### src/rtl/fetch_stage.sv
// ---------------------------------------------------------------------------
// fetch_stage
//
// Instruction-fetch stage of a classic five-stage RISC-V pipeline. It owns the
// fetch program counter and the IF/ID pipeline register.
//
// Ports
//   clk            in   rising-edge clock for all state
//   reset_n        in   synchronous reset, ACTIVE-HIGH (1 = reset); the name is
//                       historical, the polarity is not inverted
//   StallF         in   hold the PC register
//   StallD         in   hold the IF/ID register
//   FlushD         in   load a bubble into IF/ID
//   PCSrcE         in   taken branch/jump redirect from execute
//   PCTargetE[31:0]in   redirect target (bits [1:0] ignored)
//   InstrMemRdata  in   instruction memory data, combinational from InstrMemAddr
//   InstrMemAddr   out  instruction memory address (= PCF)
//   PCF            out  current fetch PC (always word aligned)
//   PCPlus4F       out  PCF + 4, wraps modulo 2^32
//   InstrD         out  registered instruction for decode
//   PCD            out  registered PC of InstrD
//   PCPlus4D       out  registered PC+4 of InstrD
//   ValidD         out  1 = InstrD is a fetched instruction, 0 = bubble
//
// Control priority
//   PC   : reset > PCSrcE redirect > StallF hold > sequential PC+4
//   IF/ID: reset > FlushD bubble   > StallD hold > load fetched instruction
// A redirect beats StallF so that a taken branch is never lost behind a
// load-use stall. With StallD=1 and StallF=0 the instruction fetched in that
// cycle is dropped; there is no skid buffer.
//
// No output is combinational from the control inputs: every output is either
// a register or a function of the PC register only.
// ---------------------------------------------------------------------------
module fetch_stage #(
  parameter logic [31:0] RESET_PC  = 32'h0000_0000,
  parameter logic [31:0] NOP_INSTR = 32'h0000_0013
) (
  input  logic        clk,
  input  logic        reset_n,
  input  logic        StallF,
  input  logic        StallD,
  input  logic        FlushD,
  input  logic        PCSrcE,
  input  logic [31:0] PCTargetE,
  input  logic [31:0] InstrMemRdata,
  output logic [31:0] InstrMemAddr,
  output logic [31:0] PCF,
  output logic [31:0] PCPlus4F,
  output logic [31:0] InstrD,
  output logic [31:0] PCD,
  output logic [31:0] PCPlus4D,
  output logic        ValidD
);

  // -------------------------------------------------------------------------
  // PC register. Only the word address is stored, so PCF[1:0] is 2'b00 by
  // construction and misaligned targets simply lose their low bits.
  // -------------------------------------------------------------------------
  logic [29:0] pc_word_q;
  logic [29:0] pc_word_d;

  // Word-address increment: +1 on bits [31:2] equals +4 on the byte PC and
  // wraps 32'hFFFF_FFFC to 32'h0000_0000 naturally.
  logic [29:0] pc_word_plus1;

  assign pc_word_plus1 = pc_word_q + 30'd1;

  always_comb begin
    pc_word_d = pc_word_plus1;
    if (PCSrcE) begin
      pc_word_d = PCTargetE[31:2];
    end else if (StallF) begin
      pc_word_d = pc_word_q;
    end
  end

  always_ff @(posedge clk) begin
    if (reset_n) begin
      pc_word_q <= RESET_PC[31:2];
    end else begin
      pc_word_q <= pc_word_d;
    end
  end

  assign PCF          = {pc_word_q, 2'b00};
  assign PCPlus4F     = {pc_word_plus1, 2'b00};
  assign InstrMemAddr = PCF;

  // -------------------------------------------------------------------------
  // IF/ID register
  // -------------------------------------------------------------------------
  logic [31:0] instr_q,  instr_d;
  logic [31:0] pc_d_q,   pc_d_d;
  logic [31:0] pc4_d_q,  pc4_d_d;
  logic        valid_q,  valid_d;

  always_comb begin
    // Default: load what is being fetched this cycle.
    instr_d = InstrMemRdata;
    pc_d_d  = PCF;
    pc4_d_d = PCPlus4F;
    valid_d = 1'b1;
    if (FlushD) begin
      instr_d = NOP_INSTR;
      pc_d_d  = 32'h0000_0000;
      pc4_d_d = 32'h0000_0000;
      valid_d = 1'b0;
    end else if (StallD) begin
      instr_d = instr_q;
      pc_d_d  = pc_d_q;
      pc4_d_d = pc4_d_q;
      valid_d = valid_q;
    end
  end

  always_ff @(posedge clk) begin
    if (reset_n) begin
      instr_q <= NOP_INSTR;
      pc_d_q  <= 32'h0000_0000;
      pc4_d_q <= 32'h0000_0000;
      valid_q <= 1'b0;
    end else begin
      instr_q <= instr_d;
      pc_d_q  <= pc_d_d;
      pc4_d_q <= pc4_d_d;
      valid_q <= valid_d;
    end
  end

  assign InstrD   = instr_q;
  assign PCD      = pc_d_q;
  assign PCPlus4D = pc4_d_q;
  assign ValidD   = valid_q;

endmodule

### config.mk
export PLATFORM = sky130hd
export DESIGN_NAME = fetch_stage
export DESIGN_NICKNAME = d
export VERILOG_FILES = /design/src/rtl/fetch_stage.sv
export SDC_FILE = /design/constraint.sdc
export NUM_CORES = 1
export LEC_CHECK = 0
export ABC_AREA = 1
export CAP_MARGIN = 20
export CORE_MARGIN = 2
export CORE_UTILIZATION = 30
export DETAILED_ROUTE_END_ITERATION = 8
export GPL_ROUTABILITY_DRIVEN = 0
export HOLD_SLACK_MARGIN = 0.05
export PLACE_DENSITY = 0.6
export SLEW_MARGIN = 20
export SYNTH_ARGS = -nofsm -noshare
export SYNTH_HDL_FRONTEND = slang
export SYNTH_SLANG_ARGS = --single-unit
### constraint.sdc
create_clock -name clk -period 2.1 [get_ports clk]
set_input_delay 0.525 -clock clk [delete_from_list [all_inputs] [get_ports clk]]
set_output_delay 0.525 -clock clk [all_outputs]
set_load 0.005 [all_outputs]
# == Word-level counts from Yosys, hierarchy flattened ==
# Index checks and enable logic that the tools add are counted.
# op_classes
n_eq_ne,1
n_div,0
n_mul,0
order_cmp,0
mux,2
n_bitwise,0
shift,0
n_addsub,1
n_reduce_logical,1
# ops
op,n
$mux W30,2
$add A30 B1 Y30 const B,1
$ne A2 B1 Y1 const B,1
$reduce_or A2 Y1,1
# word_totals
ram_bits,0
input_bits,70
n_memories,0
latchBits,0
output_inout_bits,193
ff_bits,123
mem_bits_ro,0
word_cells,10

# == Longest topological paths before layout ==
# depth
depth_word,3
mapped_depth,10
mapped_depth_nobuf,10

# == Least setup slack after synthesis ==
# OpenSTA, ideal clock, no wires.
# synth_timing
path_type,reg-to-output
from,reg pc_word_q[1]
to,out PCPlus4F[30]
n_path_buf,0
arrival_ns,1.285
path_stages_with_launch,8
required_ns,1.575
slack_ns,0.290
cell_sequence,dfxtp_1 -> ha_1 -> nand2_1 -> nor2_4 -> nand2_2 -> nor2_2 -> nand3_1 -> nand2_1
# synth_via
elab_chain_len,1
# synth_rtl
element,line_no,rtl
from (decl),60,logic [29:0] pc_word_q;
from (signal assigned),80,pc_word_q <= RESET_PC[31:2];
from (signal assigned),82,pc_word_q <= pc_word_d;
$add A30 B1 Y30,67,assign pc_word_plus1 = pc_word_q + 30'd1;
to (decl),49,"output logic [31:0] PCPlus4F,"
# No other way between the ends.

# == Final worst setup path ==
# layout_timing
from,reg pc_word_q[0]
to,out PCPlus4F[18]
# Same word-level chain as after synthesis.

==> impl_results.md <==
- Top_reg_cell synth: dfxtp_1
- Die W: 142 µm
- Finished Layout Cells: 1,392
- Worst flop-to-flop path endpoint: PCPlus4D[12]
- Share of layout cells above drive strength 1: 27.4%
- Asr flop ratio synth: 0%
- Num CTS Buffers: 17
- Required time of the critical path: 1.57 ns
- Crit-path max FO: 4
- Vias in the first global route: 5,988
- Top-count cell post-synth: nand2_1
- Relative max-transition margin: 61.1%
- Period utilization: 113%
- Fin. Hold Viols: 0
- FF-to-FF Start: pc_word_q[0]
- RSZ-0062 raised after global routing: true
- Nets@finish: 1,216
- Longest Clk Path Bufs: 2
- Max incr delay on CP: 0.36 ns
- # port buffers: 250
- First-pass GRT wire length: 32.1 mm
- Worst-path clk slew: 0.05 ns
- Slew Limit Fails: 0
- FP Rows: 50
- Area grow syn2layout: 81.8%
- Worst Hold Path EP: InstrD[20]
- Min-delay src: InstrD[20]
- # placed instances: 1,309
- Mapped Area: 5680 µm²
- Largest net degree at the start of global routing: 65
- Detailed-route wire length per cell: 15.1 µm
- Post-synth EDFFs: 0
- # hold bufs at CTS: 0
- Min-Delay Path Class: reg2reg
- Post-route DRC: 0
- Worst Tran Pin Value: 0.583 ns
- H-tree Lvls: 4
- DR iter-0 viols: 374
- Final worst path period need: 2.38 ns
- Yosys top cell area share: 43.3%
- Post-synth top cells: 234 x nand2_1, 123 x dfxtp_1, 93 x nor2_1, 81 x a21oi_1, 76 x inv_1
- Total iterations of the first detailed-routing run: 4
- Mapped Cells: 813
- I/O pin cnt: 263
- Filler Cells Inserted: 1,763
- CTS Sinks: 123
- Antenna violations before repair: 1
- Cell family with most CP delay: simple AND/OR/NAND/NOR gates
- Clk_lat worst skew: 0.42 ns
- Seq cells post-synth: 123
- CTS tree: built
- Final HPWL DP: 14.4 mm
- Clock power share: 49.1%
- Antenna fix cells: 0
- Psw: 1.64 mW
- Reg2reg path depth: 13
- Area contributors post-synth: dfxtp_1 43%, nand2_1 15%, a21oi_1 7.1%, nor2_1 6.1%, buf_4 5.3%
- Crit path launch type: flop
- Hold Crit Depth: 2
- P_int: 5.35 mW
- # setup viols final: 26
- Routed WL: 21.1 mm
- Clk_skew: 0.00925 ns
- Crit-path slowest cell: dfxtp_4
- Routed Antenna Nets: 0
- Overflow after GRT: 0
- IR drop worst, VDD: 0.000538 V
- Core Footprint: 18,600 µm²
- Vias per cell: 4.46
- Total Routing Usage GR: 20.6%
- Net Sw Frac: 23.5%
- Starting Density: 30.5%
- Critical path cell sequence: ha_4 > nand2_4 > nor2_4 > nand2_4 > nor2_4 > buf_6 > xor2_4 > buf_2
- CP Capture Type: primary output
- Overall power: 6.99 mW
- Comb power frac: 15.2%
- Root buffer cell: clkbuf_16
- WP data arrival: 1.86 ns
- Vias post-DR: 6,210
- Cell taking the most area after synthesis: dfxtp_1
- Seq/Total Area, Yosys: 43.3%
- Failing checks: setup timing
- R2R Setup Slk: 0.17 ns
- Number of synthesis warnings: 0
- PwrDens: 676 nW/µm²
- Multi-input combinational cell area: 2970 µm²
- Max cap viols: 0
- DIE HEIGHT: 142 µm
- Post-synthesis cell type count: 25
- Register area: 2490 µm²
- FMAX: 420 MHz
- Worst Setup Path Type: reg2out
- Leak: 4.55 nW
- Crit path buffers/inverters: 2
- Post-route worst setup slack: -0.283 ns
- Seq pwr share: 35.7%
- Avg Inst Size Synth: 6.99 µm²
- Die area: 20,100 µm²
- Outcome: finished with violations
layout by cell type, fill, tap and decap left out, types with 3 or more instances in the layout:
cell	netlist	final
dfxtp_1	123	108
dfxtp_4	0	5
a22o_1	8	8
xnor2_4	0	3
buf_6	0	27
buf_4	40	104
a21oi_1	81	80
conb_1	1	10
o21ai_0	58	57
nand3_1	17	6
bufinv_16	0	6
clkdlybuf4s50_1	0	216
buf_2	5	23
nor2_1	93	79
xor2_2	7	6
xor2_4	0	5
clkbuf_16	0	17
dlygate4sd2_1	0	3
nand2_1	234	187
buf_12	0	9
clkbuf_8	0	3
nand3_2	0	10
a31oi_1	7	7
dfxtp_2	0	10
nand2_2	3	40
nor2_2	3	11
nand2_4	1	11
nor2_4	8	14
inv_1	76	73
clkinvlp_4	0	3
power groups by stage:
stage | clock network, mW | logic, mW | registers (mW)
6_report | 3.43 | 1.06 | 2.49
5_1_grt | 3.60 | 1.15 | 2.50
4_1_cts | 3.47 | 1.04 | 2.49
3_5_place_dp | 0 | 0.998 | 2.53
3_3_place_gp | 0 | 0.995 | 2.53
2_1_floorplan | 0 | 0.363 | 2.56
layout make-up:
| class | count | share of cell area [%] |
|---|---|---|
| clock buffers | 22 | 4.59 |
| clock inverters | 10 | 2.05 |
| inverters | 77 | 2.83 |
| multi-input cells | 541 | 28.7 |
| flip-flops and latches | 123 | 24.1 |
| well taps | 234 | 2.83 |
| repair buffers | 385 | 34.8 |
cells by family after synthesis:
logic type	share of synthesized area, %
other	0.0660
buffers and inverters	13.2
XOR/XNOR	3.24
flip-flops	43.3
AO/OA/AOI/OAI	14.2
adder cells (fa/ha/maj)	0.220
AND/OR/NAND/NOR	25.7
worst register-to-register path: cells and delay by family, from the launching register on:
family / cells / cell delay [ns]
and+or+nand+nor: 4 / 0.43
xor gates and xnor gates: 1 / 0.07
buffers and inverters: 6 / 0.67
adders and majority gates: 1 / 0.14
AOI/OAI and AO/OA: 1 / 0.13
DFF: 1 / 0.36
per-stage QoR:
step / util [%] / hold WS (ns) / cell area, µm² / worst slack (ns) / setup TNS (ns)
floorplan: - / 0.462 / 5720 / 0.290 / 0
finish: 55.4 / 0.460 / 10300 / -0.283 / -4.34
CTS: 54.1 / 0.462 / 10100 / -0.327 / -6.22
detailed placement: 47.0 / 0.453 / 8770 / -0.267 / -5.52
global placement: 47.0 / 0.448 / 8770 / -0.252 / -5.08
global route: 55.4 / 0.480 / 10300 / -0.372 / -6.26
timing repair:
item,in CTS,in global routing
pin swaps,48,48
resized for setup,223,54
setup buffers,45,14
endpoints found under the setup margin,30,29
how the worst max path moves through the flow:
stage               slack (ns)          from      endpoint  cells after the start
floorplan                 0.29  pc_word_q[1]  PCPlus4F[30]                      7
global placement         -0.25  pc_word_q[0]  PCPlus4F[30]                      9
detailed placement       -0.27  pc_word_q[0]  PCPlus4F[26]                      8
CTS                      -0.33  pc_word_q[1]  PCPlus4F[26]                     10
global route             -0.37  pc_word_q[0]  PCPlus4F[26]                     10
finish                   -0.28  pc_word_q[0]  PCPlus4F[18]                      8
registers in the layout, indices dropped and copies added, names as in the netlist:
register   cells
PCPlus4D      30
InstrD        32
pc_word_q     30
PCD           30
ValidD         1
routing by layer:
metal,wire length (µm),global-route usage [%],part of all wire [%]
met2,10300,34.4,49
met4,347,6.47,1.6
met5,0,0,0
met1,9140,26.1,43
met3,1320,5.43,6.2
(Power assumes the default switching activity.)
